### src/rtl/vid_io_pkg.sv
// Shared video-timing constants, TX FSM state encoding and {R,B,G} colour-bar palette.
package vid_io_pkg;

  localparam int unsigned CNT_W = 12;

  localparam int unsigned T1080_H_ACTIVE = 1920;
  localparam int unsigned T1080_H_FP     = 88;
  localparam int unsigned T1080_H_SYNC   = 44;
  localparam int unsigned T1080_H_BP     = 148;
  localparam int unsigned T1080_V_ACTIVE = 1080;
  localparam int unsigned T1080_V_FP     = 4;
  localparam int unsigned T1080_V_SYNC   = 5;
  localparam int unsigned T1080_V_BP     = 36;
  localparam int unsigned T1080_H_TOTAL  = T1080_H_ACTIVE + T1080_H_FP + T1080_H_SYNC + T1080_H_BP;
  localparam int unsigned T1080_V_TOTAL  = T1080_V_ACTIVE + T1080_V_FP + T1080_V_SYNC + T1080_V_BP;

  localparam int unsigned T720_H_ACTIVE  = 1280;
  localparam int unsigned T720_H_FP      = 110;
  localparam int unsigned T720_H_SYNC    = 40;
  localparam int unsigned T720_H_BP      = 220;
  localparam int unsigned T720_V_ACTIVE  = 720;
  localparam int unsigned T720_V_FP      = 5;
  localparam int unsigned T720_V_SYNC    = 5;
  localparam int unsigned T720_V_BP      = 20;

  typedef enum logic [1:0] {
    ST_IDLE     = 2'd0,
    ST_RUN      = 2'd1,
    ST_STOPPING = 2'd2
  } tx_state_t;

  // Full-scale colours packed as {R,B,G}
  localparam logic [23:0] RBG_WHITE   = 24'hFFFFFF;
  localparam logic [23:0] RBG_YELLOW  = 24'hFF00FF;
  localparam logic [23:0] RBG_CYAN    = 24'h00FFFF;
  localparam logic [23:0] RBG_GREEN   = 24'h0000FF;
  localparam logic [23:0] RBG_MAGENTA = 24'hFFFF00;
  localparam logic [23:0] RBG_RED     = 24'hFF0000;
  localparam logic [23:0] RBG_BLUE    = 24'h00FF00;
  localparam logic [23:0] RBG_BLACK   = 24'h000000;

  function automatic logic [23:0] bar_colour(input logic [2:0] idx);
    logic [23:0] c;
    case (idx)
      3'd0:    c = RBG_WHITE;
      3'd1:    c = RBG_YELLOW;
      3'd2:    c = RBG_CYAN;
      3'd3:    c = RBG_GREEN;
      3'd4:    c = RBG_MAGENTA;
      3'd5:    c = RBG_RED;
      3'd6:    c = RBG_BLUE;
      default: c = RBG_BLACK;
    endcase
    return c;
  endfunction

endpackage

### src/rtl/vid_tx_counter.sv
// Raster h/v counters with wrap, region flags and end-of-frame strobe; 0-clk flags from counters.
// Counters are held at zero while i_run is low; there is no backpressure.
module vid_tx_counter
  import vid_io_pkg::*;
#(
  parameter int unsigned H_ACTIVE = T1080_H_ACTIVE,
  parameter int unsigned H_FP     = T1080_H_FP,
  parameter int unsigned H_SYNC   = T1080_H_SYNC,
  parameter int unsigned H_BP     = T1080_H_BP,
  parameter int unsigned V_ACTIVE = T1080_V_ACTIVE,
  parameter int unsigned V_FP     = T1080_V_FP,
  parameter int unsigned V_SYNC   = T1080_V_SYNC,
  parameter int unsigned V_BP     = T1080_V_BP
) (
  input  logic             clk,
  input  logic             n_rst,
  input  logic             i_run,
  output logic [CNT_W-1:0] o_h_cnt,
  output logic [CNT_W-1:0] o_v_cnt,
  output logic             o_h_act,
  output logic             o_v_act,
  output logic             o_h_sync,
  output logic             o_v_sync,
  output logic             o_eof
);

  localparam logic [CNT_W-1:0] H_ACT_END  = CNT_W'(H_ACTIVE);
  localparam logic [CNT_W-1:0] H_SYNC_BEG = CNT_W'(H_ACTIVE + H_FP);
  localparam logic [CNT_W-1:0] H_SYNC_END = CNT_W'(H_ACTIVE + H_FP + H_SYNC);
  localparam logic [CNT_W-1:0] H_LAST     = CNT_W'(H_ACTIVE + H_FP + H_SYNC + H_BP - 1);
  localparam logic [CNT_W-1:0] V_ACT_END  = CNT_W'(V_ACTIVE);
  localparam logic [CNT_W-1:0] V_SYNC_BEG = CNT_W'(V_ACTIVE + V_FP);
  localparam logic [CNT_W-1:0] V_SYNC_END = CNT_W'(V_ACTIVE + V_FP + V_SYNC);
  localparam logic [CNT_W-1:0] V_LAST     = CNT_W'(V_ACTIVE + V_FP + V_SYNC + V_BP - 1);

  logic [CNT_W-1:0] r_h_cnt;
  logic [CNT_W-1:0] r_v_cnt;
  logic             w_h_wrap;
  logic             w_v_wrap;

  assign w_h_wrap = (r_h_cnt == H_LAST);
  assign w_v_wrap = (r_v_cnt == V_LAST);

  always_ff @(posedge clk or negedge n_rst) begin
    if (!n_rst) begin
      r_h_cnt <= '0;
      r_v_cnt <= '0;
    end else if (!i_run) begin
      r_h_cnt <= '0;
      r_v_cnt <= '0;
    end else if (w_h_wrap) begin
      r_h_cnt <= '0;
      r_v_cnt <= w_v_wrap ? '0 : r_v_cnt + 1'b1;
    end else begin
      r_h_cnt <= r_h_cnt + 1'b1;
    end
  end

  assign o_h_cnt  = r_h_cnt;
  assign o_v_cnt  = r_v_cnt;
  assign o_h_act  = (r_h_cnt < H_ACT_END);
  assign o_v_act  = (r_v_cnt < V_ACT_END);
  assign o_h_sync = (r_h_cnt >= H_SYNC_BEG) && (r_h_cnt < H_SYNC_END);
  assign o_v_sync = (r_v_cnt >= V_SYNC_BEG) && (r_v_cnt < V_SYNC_END);
  assign o_eof    = w_h_wrap && w_v_wrap;

endmodule

### src/rtl/vid_timing_tx.sv
// vid_io raster transmitter: counters -> outputs in 2 clks, pixel fetched with 1-clk read latency.
// No backpressure; VID_TX_TEST_PATTERN_EN adds an 8-bar colour pattern selected by sw[3].
module vid_timing_tx
  import vid_io_pkg::*;
#(
  parameter int unsigned DATA_WIDTH = 24,
  parameter int unsigned H_ACTIVE   = T1080_H_ACTIVE,
  parameter int unsigned H_FP       = T1080_H_FP,
  parameter int unsigned H_SYNC     = T1080_H_SYNC,
  parameter int unsigned H_BP       = T1080_H_BP,
  parameter int unsigned V_ACTIVE   = T1080_V_ACTIVE,
  parameter int unsigned V_FP       = T1080_V_FP,
  parameter int unsigned V_SYNC     = T1080_V_SYNC,
  parameter int unsigned V_BP       = T1080_V_BP
) (
  input  logic                  clk,
  input  logic                  n_rst,
  input  logic                  i_en,
  output logic                  o_pix_req,
  output logic [10:0]           o_pix_addr,
  output logic [10:0]           o_pix_line,
  input  logic [DATA_WIDTH-1:0] i_pix_data,
  output logic [DATA_WIDTH-1:0] o_vid_data,
  output logic                  o_vid_hsync,
  output logic                  o_vid_vsync,
  output logic                  o_vid_VDE,
  output logic                  o_sof,
  input  logic [3:0]            sw
);

  tx_state_t        r_state;
  tx_state_t        w_state_nxt;
  logic             w_run;
  logic [CNT_W-1:0] w_h_cnt;
  logic [CNT_W-1:0] w_v_cnt;
  logic             w_h_act, w_v_act, w_h_sync, w_v_sync, w_eof;
  logic             w_active;
  logic             r_s1_de, r_s1_hs, r_s1_vs, r_s1_sof;
  logic [DATA_WIDTH-1:0] w_pix_src;
  logic             w_unused;

  vid_tx_counter #(
    .H_ACTIVE(H_ACTIVE), .H_FP(H_FP), .H_SYNC(H_SYNC), .H_BP(H_BP),
    .V_ACTIVE(V_ACTIVE), .V_FP(V_FP), .V_SYNC(V_SYNC), .V_BP(V_BP)
  ) u_cnt (
    .clk      (clk),
    .n_rst    (n_rst),
    .i_run    (w_run),
    .o_h_cnt  (w_h_cnt),
    .o_v_cnt  (w_v_cnt),
    .o_h_act  (w_h_act),
    .o_v_act  (w_v_act),
    .o_h_sync (w_h_sync),
    .o_v_sync (w_v_sync),
    .o_eof    (w_eof)
  );

  always_ff @(posedge clk or negedge n_rst) begin
    if (!n_rst) r_state <= ST_IDLE;
    else        r_state <= w_state_nxt;
  end

  // A frame in progress always runs to its end; re-enabling while stopping is seamless.
  always_comb begin
    w_state_nxt = r_state;
    w_run       = (r_state != ST_IDLE);
    case (r_state)
      ST_IDLE:     if (i_en) w_state_nxt = ST_RUN;
      ST_RUN:      if (!i_en) w_state_nxt = w_eof ? ST_IDLE : ST_STOPPING;
      ST_STOPPING: begin
        if (i_en)       w_state_nxt = ST_RUN;
        else if (w_eof) w_state_nxt = ST_IDLE;
      end
      default:     w_state_nxt = ST_IDLE;
    endcase
  end

  assign w_active   = w_run && w_h_act && w_v_act;
  assign o_pix_req  = w_active;
  assign o_pix_addr = w_active ? w_h_cnt[10:0] : 11'd0;
  assign o_pix_line = w_active ? w_v_cnt[10:0] : 11'd0;

`ifdef VID_TX_TEST_PATTERN_EN
  localparam int unsigned BAR_W = (H_ACTIVE / 8 > 0) ? H_ACTIVE / 8 : 1;
  logic [CNT_W-1:0] r_bar_pos;
  logic [2:0]       r_bar_idx;
  logic [2:0]       r_s1_bar;

  // Bar index tracks h_cnt by counting pixels; the last bar keeps any remainder.
  always_ff @(posedge clk or negedge n_rst) begin
    if (!n_rst) begin
      r_bar_pos <= '0;
      r_bar_idx <= '0;
      r_s1_bar  <= '0;
    end else begin
      r_s1_bar <= r_bar_idx;
      if (!w_active) begin
        r_bar_pos <= '0;
        r_bar_idx <= '0;
      end else if ((r_bar_pos == CNT_W'(BAR_W - 1)) && (r_bar_idx != 3'd7)) begin
        r_bar_pos <= '0;
        r_bar_idx <= r_bar_idx + 1'b1;
      end else begin
        r_bar_pos <= r_bar_pos + 1'b1;
      end
    end
  end

  assign w_pix_src = sw[3] ? DATA_WIDTH'(bar_colour(r_s1_bar)) : i_pix_data;
  assign w_unused  = ^{sw[2:0], w_h_cnt[11], w_v_cnt[11]};
`else
  assign w_pix_src = i_pix_data;
  assign w_unused  = ^{sw, w_h_cnt[11], w_v_cnt[11]};
`endif

  always_ff @(posedge clk or negedge n_rst) begin
    if (!n_rst) begin
      r_s1_de     <= 1'b0;
      r_s1_hs     <= 1'b0;
      r_s1_vs     <= 1'b0;
      r_s1_sof    <= 1'b0;
      o_vid_VDE   <= 1'b0;
      o_vid_hsync <= 1'b0;
      o_vid_vsync <= 1'b0;
      o_sof       <= 1'b0;
      o_vid_data  <= '0;
    end else begin
      r_s1_de     <= w_active;
      r_s1_hs     <= w_run && w_h_sync;
      r_s1_vs     <= w_run && w_v_sync;
      r_s1_sof    <= w_active && (w_h_cnt == '0) && (w_v_cnt == '0);
      o_vid_VDE   <= r_s1_de;
      o_vid_hsync <= r_s1_hs;
      o_vid_vsync <= r_s1_vs;
      o_sof       <= r_s1_sof;
      o_vid_data  <= r_s1_de ? w_pix_src : '0;
    end
  end

endmodule
### config.mk
export PLATFORM = sky130hd
export DESIGN_NAME = vid_timing_tx
export DESIGN_NICKNAME = d
export VERILOG_FILES = /design/src/rtl/vid_io_pkg.sv /design/src/rtl/vid_tx_counter.sv /design/src/rtl/vid_timing_tx.sv
export SDC_FILE = /design/constraint.sdc
export NUM_CORES = 1
export LEC_CHECK = 0
export BUFFER_PORTS_ARGS = -buffer_cell sky130_fd_sc_hd__buf_4
export CORE_ASPECT_RATIO = 1.75
export CORE_MARGIN = 5
export CORE_UTILIZATION = 51
export CTS_CLUSTER_DIAMETER = 150
export CTS_CLUSTER_SIZE = 16
export DETAILED_ROUTE_END_ITERATION = 6
export HOLD_SLACK_MARGIN = 0.08
export PLACE_DENSITY = 0.8
export SLEW_MARGIN = 0
export SYNTH_ARGS = -nofsm -noshare
export SYNTH_HDL_FRONTEND = slang
export SYNTH_SLANG_ARGS = --single-unit
### constraint.sdc
create_clock -name clk -period 2.35 [get_ports clk]
set_input_delay 0.705 -clock clk [delete_from_list [all_inputs] [get_ports clk]]
set_output_delay 0.705 -clock clk [all_outputs]
set_load 0.02 [all_outputs]
After elaboration in Yosys (flattened, before gate mapping). Cells that the tools add are included.

Bits in registers: 58. Bits of input ports: 31. Output and inout port bits: 51. Logic and storage cells: 56.

$add $sub $neg: 2. Magnitude comparators: 6. Equal/unequal tests: 8. Mux-type cells: 14. Reduce and logical (&&, ||, !) cells: 14.

Operators by type and width (count): $mux 12 (5); $lt 12x11->1 const B (3); $add 12x1->12 const B (2); $ge 12x11->1 const B (2); $logic_not 12->1 (2); $mux 24 (1); $mux 11 (2); $eq 12x11->1 const B (1); $eq 12x12->1 const B (1); $lt 12x12->1 const B (1); $mux 2 (5); $logic_and 1x1->1 (9); $ne 2x2->1 const B (3); $pmux 2 s3 (1); $ne 3x3->1 const B (1); $reduce_and 3->1 (1); $eq 2x1->1 const B (1); $eq 2x2->1 const B (1); $logic_not 2->1 (1); $reduce_bool 2->1 (1).

Longest topological paths before layout. Gate-level depths: netlist (run 1).

Word-level depth: 5. Depth in mapped cells: 8. Depth with buffers taken out: 6.

Hierarchy. From an unflattened synthesis (run 1), not the netlist that was laid out.

Cells, all modules: 263. Area total of the unflattened synthesis: 2772.7 µm².

Modules (own cells, without submodules): vid_tx_counter (instances 1, cells an instance 164, area each 1445.1 µm², sequential area each 600.6 µm²); vid_timing_tx (instances 1, cells an instance 99, area each 1327.5 µm², sequential area each 850.8 µm²).

Worst setup path after synthesis (run 1). No wires, ideal clock.

Kind: register -> output. From: register u_cnt.r_v_cnt[6] (netlist: u_cnt.o_v_cnt[6]). To: output port o_pix_line[1]. Arrival: 1.593 ns. Data required time: 1.645 ns. Path slack: 0.052 ns. Cell stages (with the launch flop): 7. Buffers on the path: 2. Cell sequence: dfrtp_1 -> clkbuf_1 -> nor4_1 -> nand2_1 -> a21oi_2 -> buf_2 -> and2_1.

Word-level cells in the longest chain between the ends: 3.

RTL lines: from (decl) (line vid_tx_counter.sv:37) `logic [CNT_W-1:0] r_v_cnt;`; from (signal assigned) (line vid_tx_counter.sv:53) `r_v_cnt <= w_v_wrap ? '0 : r_v_cnt + 1'b1;`; $lt 12x11->1 (line vid_tx_counter.sv:62) `assign o_v_act = (r_v_cnt < V_ACT_END);`; $logic_and 1x1->1 (line vid_timing_tx.sv:78) `assign w_active = w_run && w_h_act && w_v_act;`; via o_pix_req (line vid_timing_tx.sv:19) `output logic o_pix_req,`; $mux 11 (line vid_timing_tx.sv:81) `assign o_pix_line = w_active ? w_v_cnt[10:0] : 11'd0;`; to (decl) (line vid_timing_tx.sv:21) `output logic [10:0] o_pix_line,`.

The timed path passes the listed nets, and every way through them passes these cells.

Worst setup path in the final report (run 1).
From: register u_cnt.r_v_cnt[7] (netlist: u_cnt.o_v_cnt[7]). To: output port o_pix_line[8].

Word-level cells in the longest chain between the ends: 3.

RTL lines (line): $lt 12x11->1 (vid_tx_counter.sv:62); $logic_and 1x1->1 (vid_timing_tx.sv:78); $mux 11 (vid_timing_tx.sv:81).

No other way between the ends.

==> results of run 1 <==
[where the power goes]
group / internal [uW] / switching [uW] / leakage, uW
combinational: 218 / 245 / 0.000939
sequential: 1070 / 54.4 / 0.000766
clock: 368 / 386 / 0.0000806
[layer usage]
metal / GRT usage / wire (um)
met3: 0.04123 / 312
met2: 0.3495 / 3732
met1: 0.2323 / 2332
met5: 0 / 0
met4: 0.08605 / 157
[final cells by class]
type | instances | area, um2
fillers | 397 | 1490
inverters | 6 | 22.52
clock inverters | 6 | 35.03
flip-flops and latches | 58 | 1451
multi-input cells | 189 | 1231
clock buffers | 9 | 123.9
repair buffers | 92 | 788.3
well taps | 55 | 68.82
[how the worst max path moves through the flow]
stage	startpoint	end	slack, ns	cells after the start
2_1_floorplan	u_cnt.o_v_cnt[6]	o_pix_line[1]	0.05	6
3_3_place_gp	u_cnt.o_v_cnt[7]	o_pix_line[3]	0.16	6
3_5_place_dp	u_cnt.o_v_cnt[7]	o_pix_line[10]	0.14	6
4_1_cts	u_cnt.o_v_cnt[8]	o_pix_line[3]	-0.15	6
5_1_grt	u_cnt.o_v_cnt[7]	o_pix_line[7]	-0.30	6
6_report	u_cnt.o_v_cnt[7]	o_pix_line[8]	-0.18	6
[synthesized netlist by cell type, drive strengths merged, types with 2 or more instances]
master,instances,area [um2]
nand4,8,56.30
and3,8,50.05
o21ai,6,30.03
nor3,7,35.03
inv,6,22.52
buf,8,40.04
ha,4,50.05
and2,47,294.0
a21oi,12,63.81
dfrtp,58,1451
o211ai,3,22.52
nand2b,2,12.51
clkbuf,10,37.54
nand3,11,55.05
xnor2,8,70.07
nand2,18,67.56
nor2,25,93.84
a211oi,3,22.52
mux2i,9,90.09
nor4b,2,17.52
xor2,3,26.28
nor3b,2,15.01
nor4,3,33.78
[metrics by stage]
step | cell area [um2] | setup TNS (ns) | util | hold slack, ns
after floorplan | 2718 | 0 | - | 0.3312
after global placement | 3377 | 0 | 0.6480 | 0.3319
after detailed placement | 3377 | 0 | 0.6480 | 0.3358
after CTS | 3628 | -3.028 | 0.6963 | 0.3500
after global routing | 3721 | -6.377 | 0.7140 | 0.3626
final | 3721 | -3.887 | 0.7140 | 0.3486
[registers in the layout, indices dropped and copies added (netlist names)]
register	flops
o_vid_data	24
u_cnt.o_h_cnt	12
u_cnt.o_v_cnt	12
r_state	2
o_sof	1
o_vid_VDE	1
o_vid_hsync	1
o_vid_vsync	1
r_s1_de	1
r_s1_hs	1
r_s1_sof	1
r_s1_vs	1
[cells in the final DEF (no fill, tap or decap), drive strengths merged, types with 9 or more instances in the layout]
cell type  instances
a21oi             12
and2              47
buf               92
clkbuf             9
dfrtp             58
mux2i              9
nand2             18
nand3             11
nor2              25
[worst max-delay path, delay by kind of cell (launching register included)]
kind            cells  cell delay, ns
flops               1            0.42
compound gates      1            0.23
simple gates        3            0.57
buf+inv             2            0.28
[cells by family after synthesis]
group                    Yosys count  synth area share
adder cells (fa/ha/maj)            4           0.01842
XOR/XNOR                          11           0.03545
multiplexers                       9           0.03315
AND/OR/NAND/NOR                  138            0.2827
buffers and inverters             24           0.03683
flip-flops                        58            0.5341
AO/OA/AOI/OAI                     27           0.05939
[timing repair]
item                                    CTS  global route
gates resized for setup                  22            26
gates cloned                              0             1
buffers inserted                          1             1
pin swaps                                 2             6
endpoints found under the setup margin   23            23
==> reports/metrics.csv, run 1 <==
stage,metric,value,unit
floorplanning,core box area,5211,um2
setup_path,critical path's largest stage delay,0.42,ns
power_and_ir_drop,VDD IR max,0.0007159,V
setup_path,CP max-delay cell,dfrtp_1,
timing,fin worst setup slack,-0.1807,ns
clock_network,CTS Root Cell,clkbuf_8,
final_layout,layout cells sized above 1,0.3583,
timing,clock skew,0.006841,ns
setup_path,Reg2Reg Depth,6,
hold_path,Worst Hold Launch,r_s1_hs,
global_route,pin count of the biggest net entering global routing,59,
setup_path,Startpoint Class,flip-flop,
logic_synthesis,syn_nets,306,
final_layout,Layout Cells excl Fill,415,
routing,wire per inst,15.74,um
global_route,GRT Total Usage,0.2004,
timing,fin crit share,1.077,
run_status,status,finished with violations,
run_status,failing checks,negative setup slack,
clock_network,Skew-Pair Late Insertion Delay,0.33,ns
floorplanning,die height,106.6,um
timing,"Slew Viols, Final",0,
routing,Via density,5.537,
logic_synthesis,Post-synth EDFFs,0,
logic_synthesis,Yosys cell types,35,
clock_network,hold buffer count at cts,0,
power_and_ir_drop,Pleak,0.001786,uW
floorplanning,die span in x,65.18,um
global_route,global-route wire length before repair,10850,um
logic_synthesis,Yosys warnings,0,
hold_path,Hold Crit Depth,0,
logic_synthesis,Syn Area/Cell,10.03,um2
setup_path,Worst R2R End,u_cnt.o_v_cnt[5],
routing,drt total wl,6534,um
timing,min Tclk post-route,2.531,ns
floorplanning,Die ar.,6946,um2
setup_path,critical path class,reg2out,
hold_path,Worst Hold End,o_vid_hsync,
clock_network,H-tree levels,3,
setup_path,Crit path required time,1.64,ns
clock_network,total CTS buffers,9,
routing,1st-pass router iterations,4,
floorplanning,Cell Rows,35,
placement,IO buf count,77,
floorplanning,Initial Util,0.5215,
power_and_ir_drop,Pwr Total,2346,uW
power_and_ir_drop,cell area power density,630.5,nW/um2
setup_path,nature of the critical path endpoint,output pin,
logic_synthesis,Synth Register Bits,58,
setup_path,worst-path fanout max,9,
logic_synthesis,"Primary FF master, synth",dfrtp_1,
final_layout,layout net count,391,
timing,number of hold violations in the final report,0,
logic_synthesis,"Seq/Total Area, Yosys",0.5341,
setup_path,WP data arrival,1.83,ns
timing,unrepaired setup endpoints after global routing,true,
hold_path,Hold Crit Class,reg2reg,
setup_path,R2R setup slack,0.37,ns
logic_synthesis,Mapped Area,2718,um2
setup_path,CP dominant cell by count,buf_6,
routing,DRC violations left,0,
logic_synthesis,Synth Instances,271,
setup_path,Critical R2R Launch,u_cnt.o_v_cnt[7],
routing,initial drt markers,193,
timing,f_max,395.1,MHz
setup_path,"critical path, cell by cell","nor4_4, nand2_2, a21oi_4, buf_6, and2_1, buf_6",
final_layout,P&R area growth vs syn,36.92,%
clock_network,CTS tree,done,
clock_network,CTS Buffer Depth,2,
job,Max Cap Viol,0,
global_route,total gr overflow,0,
routing,"antenna viol nets, final",0,
timing,Slew headroom,0.5164,
placement,post-place setup slack,0.1354,ns
routing,Vias,2298,
placement,placed cells,397,
clock_network,Worst-path clk slew,0.06,ns
placement,post-DP HPWL,4372,um
logic_synthesis,ys async rst share,1.000,
placement,GP Congestion,0.8495,
global_route,vias in the first global route,2257,
timing,worst-margin pin slew,0.7253,ns
floorplanning,I/O pins,82,
timing,Final setup viols,23,
clock_network,TritonCTS Sinks,58,
global_route,initial antenna violation count,0,
final_layout,diode count,0,
Power figures use the tool's default switching activity.
==> inputs of run 2 (changes only) <==
Settings changed: SKIP_LAST_GASP from default to 1.
==> reports/metrics.csv, run 2 (synthesized netlist as in run 1, its figures left out) <==
stage,metric,value,unit,change
setup_path,R2R setup slack,0.51,ns,+0.14 ns
power_and_ir_drop,cell area power density,646.5,nW/um2,+2.5%
final_layout,fillers,442,,+11%
setup_path,worst-path fanout max,16,,+7
setup_path,crit path launch,u_cnt.o_v_cnt[8],,
clock_network,Skew-Pair Late Insertion Delay,0.32,ns,about the same
final_layout,"commonest cells after routing, fill and taps aside","buf_4, dfrtp_1, and2_1",,
final_layout,layout cells sized above 1,0.3073,,-0.05107
setup_path,Startpoint Class,flip-flop,,
placement,GP Congestion,0.8495,,unchanged
clock_network,CTS tree,done,,
clock_network,total CTS buffers,9,,unchanged
setup_path,Critical R2R Launch,u_cnt.o_v_cnt[0],,
setup_path,nature of the critical path endpoint,output pin,,
global_route,initial antenna violation count,0,,unchanged
timing,unrepaired setup endpoints after global routing,true,,
global_route,grt met1 use,0.2295,,-0.002782
timing,fin worst setup slack,-0.1266,ns,+0.05414 ns
floorplanning,I/O pins,82,,unchanged
timing,f_max,403.8,MHz,+2.2%
clock_network,TritonCTS Sinks,58,,unchanged
global_route,met3 GRT Util,0.04123,,unchanged
floorplanning,Die ar.,6946,um2,unchanged
routing,drt total wl,6254,um,-4.3%
global_route,pin count of the biggest net entering global routing,59,,unchanged
routing,"antenna viol nets, final",0,,unchanged
global_route,met2 Usage GRT,0.3459,,-0.003626
final_layout,"Core Util, Final",0.6843,,-0.02977
floorplanning,core box area,5211,um2,unchanged
setup_path,WP data arrival,1.77,ns,-0.06 ns
setup_path,Crit path required time,1.64,ns,about the same
final_layout,max reg flops,24,,unchanged
final_layout,diode count,0,,unchanged
timing,Min Hold Slack,0.3486,ns,+0.00002100 ns
timing,Slew headroom,0.5183,,+0.001898
final_layout,most flop-heavy register,o_vid_data,,
hold_path,Hold Crit Class,reg2reg,,
timing,clock skew,0.006729,ns,-0.0001124 ns
job,Max Cap Viol,0,,unchanged
timing,"Slew Viols, Final",0,,unchanged
power_and_ir_drop,VDD IR max,0.0007136,V,-0.32%
run_status,failing checks,negative setup slack,,
timing,Final setup viols,23,,unchanged
routing,Vias,2247,,-2.2%
global_route,global-route wire length before repair,10740,um,-1.1%
timing,min Tclk post-route,2.477,ns,-0.05414 ns
clock_network,Worst-path clk slew,0.06,ns,about the same
setup_path,Worst R2R End,u_cnt.o_v_cnt[5],,
floorplanning,die height,106.6,um,unchanged
placement,IO buf count,77,,unchanged
hold_path,Worst Hold Launch,r_s1_hs,,
routing,Via density,5.441,,-1.7%
global_route,total gr overflow,0,,unchanged
floorplanning,Cell Rows,35,,unchanged
final_layout,layout net count,389,,-0.51%
timing,Total Neg Setup Slack,-2.476,ns,+1.411 ns
power_and_ir_drop,Pleak,0.001734,uW,-2.9%
routing,initial drt markers,193,,unchanged
timing,number of hold violations in the final report,0,,unchanged
floorplanning,die span in x,65.18,um,unchanged
clock_network,H-tree levels,3,,unchanged
run_status,status,finished with violations,,
global_route,GRT Total Usage,0.1982,,-0.002194
timing,fin crit share,1.054,,-0.02304
setup_path,critical path class,reg2out,,
routing,1st-pass router iterations,4,,unchanged
final_layout,"most common cell after layout, fill and taps aside",buf_4,,
floorplanning,Initial Util,0.5215,,unchanged
hold_path,Hold Crit Depth,0,,unchanged
global_route,Top Usage Layer GRT,met2,,
timing,worst-margin pin slew,0.7225,ns,-0.002848 ns
clock_network,CTS Buffer Depth,2,,unchanged
clock_network,CTS Root Cell,clkbuf_8,,
final_layout,P&R area growth vs syn,31.22,%,
global_route,vias in the first global route,2248,,-0.40%
placement,post-DP HPWL,4372,um,unchanged
routing,DRC violations left,0,,unchanged
hold_path,Worst Hold End,o_vid_hsync,,
routing,wire per inst,15.14,um,-3.8%
setup_path,Reg2Reg Depth,6,,unchanged
==> run 2: cell count changes in the layout (fill, tap and decap cells not counted), sizes merged <==
| cell | delta |
|---|---|
| buf | -2 |
==> run 2: cell type report <==
class                           count  area (um2)  area share
Clock buffer                        9       123.9     0.03474
Inverter                            6       22.52    0.006316
Tap cell                           55       68.82     0.01930
Multi-Input combinational cell    189        1181      0.3312
Clock inverter                      6       35.03    0.009825
Timing Repair Buffer               90       683.2      0.1916
Sequential cell                    58        1451      0.4070
==> run 2: worst max-delay path, cell delays in order, from the launching register on <==
cell	delay, ns
dfrtp_1	0.42
nor4_4	0.30
nand2_1	0.10
a21oi_2	0.19
buf_6	0.17
and2_1	0.14
buf_4	0.14
==> run 2: metrics by stage <==
step                setup slack [ns]  cell area, um2  total power, uW  cells
floorplan                    0.05203            2718             1365    271
global placement              0.1604            3377             1562    397
detailed placement            0.1354            3377             1572    397
CTS                          -0.1526            3557             2330    413
global route                 -0.2679            3566             2432    413
finish                       -0.1266            3566             2306    413
==> run 2: worst max-delay path by stage <==
stage / to / cells past startpoint
after detailed placement: o_pix_line[10] / 6
after global placement: o_pix_line[3] / 6
after CTS: o_pix_line[3] / 6
after floorplan: o_pix_line[1] / 6
after global routing: o_pix_line[10] / 6
final: o_pix_line[10] / 6
==> run 2: timing repair <==
item                       in CTS  in global routing
gates resized for setup         3                  1
pin swaps                       2                  0
setup buffers                   1                  0
setup endpoints to repair      23                 23
hold buffers                    0                  0
==> run 2: power by group <==
| part | leakage [uW] | internal (uW) | switching (uW) |
|---|---|---|---|
| sequential | 0.000766 | 1070 | 52.8 |
| combinational | 0.000887 | 195 | 232 |
| clock | 0.0000806 | 368 | 383 |
==> run 2: layer usage <==
layer  vias to the layer above  share of wire
li1                       1068              -
met1                      1099           0.37
met2                        68           0.57
met3                        12          0.045
met4                         0          0.018
met5                         -              0
==> inputs of run 3 (changes only) <==
Clock period 2.35 ns to 2.4 ns, I/O delays scaled along.
==> reports/metrics.csv, run 3 (synthesized netlist as in run 1, its figures left out) <==
stage,metric,value,unit,change
run_status,status,finished with violations,,
run_status,failing checks,negative setup slack,,
clock_network,Worst-path clk slew,0.06,ns,about the same
final_layout,P&R area growth vs syn,34.39,%,
global_route,initial antenna violation count,0,,unchanged
timing,Slew headroom,0.5177,,-0.0006190
floorplanning,I/O pins,82,,unchanged
setup_path,Crit path required time,1.68,ns,+0.04 ns
final_layout,"most common cell after layout, fill and taps aside",buf_4,,
clock_network,CTS Buffer Depth,2,,unchanged
placement,GP Congestion,0.8511,,+0.19%
power_and_ir_drop,VDD IR max,0.0004450,V,-38%
setup_path,nature of the critical path endpoint,output pin,,
floorplanning,die span in x,65.18,um,unchanged
clock_network,total CTS buffers,9,,unchanged
placement,placed instance area,3392,um2,+0.44%
routing,"antenna viol nets, final",0,,unchanged
final_layout,post-route cell area,3652,um2,+2.4%
hold_path,Hold Crit Class,reg2reg,,
global_route,global-route wire length before repair,10910,um,+1.6%
routing,wire per inst,15.17,um,+0.18%
setup_path,critical path class,reg2out,,
clock_network,CTS Root Cell,clkbuf_8,,
setup_path,crit path launch,u_cnt.o_v_cnt[7],,
timing,Min Hold Slack,0.3464,ns,-0.002224 ns
placement,post-DP HPWL,4352,um,-0.45%
placement,placed cells,399,,+0.50%
final_layout,most flop-heavy register,o_vid_data,,
timing,fin worst setup slack,-0.1087,ns,+0.01789 ns
placement,IO buf count,77,,unchanged
final_layout,layout cells sized above 1,0.3204,,+0.01318
clock_network,TritonCTS Sinks,58,,unchanged
clock_network,H-tree levels,3,,unchanged
routing,DRC violations left,0,,unchanged
floorplanning,Initial Util,0.5215,,unchanged
setup_path,worst-path fanout max,9,,-7
timing,worst-margin pin slew,0.7234,ns,+0.0009286 ns
final_layout,max reg flops,24,,unchanged
setup_path,Startpoint Class,flip-flop,,
power_and_ir_drop,Pleak,0.001772,uW,+2.2%
final_layout,layout net count,393,,+1.0%
routing,Via density,5.412,,-0.52%
timing,min Tclk post-route,2.509,ns,
setup_path,Critical R2R Launch,u_cnt.o_v_cnt[7],,
global_route,vias in the first global route,2332,,+3.7%
timing,"Slew Viols, Final",0,,unchanged
routing,drt total wl,6326,um,+1.2%
power_and_ir_drop,cell area power density,638.5,nW/um2,-1.2%
timing,clock skew,0.005421,ns,-0.001308 ns
job,Max Cap Viol,0,,unchanged
global_route,GRT Total Usage,0.2051,,+0.006938
floorplanning,Die ar.,6946,um2,unchanged
routing,initial drt markers,128,,-34%
final_layout,diode count,0,,unchanged
final_layout,"commonest cells after routing, fill and taps aside","buf_4, dfrtp_1, and2_1",,
hold_path,Worst Hold Launch,r_s1_hs,,
floorplanning,Cell Rows,35,,unchanged
clock_network,Skew-Pair Late Insertion Delay,0.34,ns,+0.02 ns
routing,Vias,2257,,+0.45%
routing,1st-pass router iterations,4,,unchanged
timing,number of hold violations in the final report,0,,unchanged
timing,fin crit share,1.045,,
timing,unrepaired setup endpoints after global routing,true,,
final_layout,Layout Cells excl Fill,417,,+0.97%
floorplanning,core box area,5211,um2,unchanged
clock_network,CTS tree,done,,
placement,post-place setup slack,0.1120,ns,-0.02343 ns
setup_path,WP data arrival,1.79,ns,+0.02 ns
timing,Final setup viols,23,,unchanged
floorplanning,die height,106.6,um,unchanged
timing,f_max,398.6,MHz,
global_route,pin count of the biggest net entering global routing,59,,unchanged
global_route,total gr overflow,0,,unchanged
[run 3: cell count changes in the layout (fill, tap and decap cells not counted), sizes merged]
cell,change
clkinvlp,-1
clkbuf,+4
buf,+4
clkinv,-3
[run 3: through the flow]
step / setup TNS [ns] / total power, uW / utilization
detailed placement: 0 / 1538 / 0.6509
global route: -5.145 / 2446 / 0.7008
floorplan: 0 / 1337 / -
finish: -2.109 / 2332 / 0.7008
CTS: -2.861 / 2347 / 0.6992
global placement: 0 / 1527 / 0.6509
[run 3: worst max-delay path, stage by stage, from the launching register on]
cell	delay, ns
dfrtp_1	0.41
nor4_4	0.29
nand2_1	0.12
a21oi_4	0.20
buf_6	0.16
and2_1	0.14
buf_4	0.14
[run 3: worst paths after layout]
check	end	slack, ns	depth (start not counted)
min reg2reg	o_vid_hsync	0.35	0
min in group asynchronous	o_vid_data[5]	0.45	1
min	o_vid_hsync	0.35	0
max in group asynchronous	o_vid_data[19]	1.48	1
max	o_pix_addr[3]	-0.11	6
max reg2reg	u_cnt.o_v_cnt[10]	0.58	5
[run 3: area by class of cell]
type	instances	area (um2)
Fill cell	391	1559
Clock buffer	13	158.9
Timing Repair Buffer	94	739.5
Inverter	6	22.52
Sequential cell	58	1451
Tap cell	55	68.82
Multi-Input combinational cell	189	1199
Clock inverter	2	12.51
[run 3: per-layer routing]
metal	vias to the layer above	global-route usage	share of wire
met1	1107	0.2293	0.37
met2	66	0.3590	0.56
li1	1072	-	-
met3	12	0.04545	0.045
met5	-	0	0
met4	0	0.09941	0.025
[run 3: repair_timing]
| item | in CTS | in global routing |
|---|---|---|
| buffers inserted | 2 | 0 |
| pin swaps | 2 | 0 |
| cloned | 1 | 0 |
| endpoints found under the setup margin | 23 | 23 |
| hold buffers | 0 | 0 |
| resized for setup | 16 | 1 |
[run 3: power breakdown]
part / switching, uW / internal, uW / total, uW
clock: 369 / 424 / 793
combinational: 234 / 200 / 434
sequential: 51.6 / 1050 / 1100
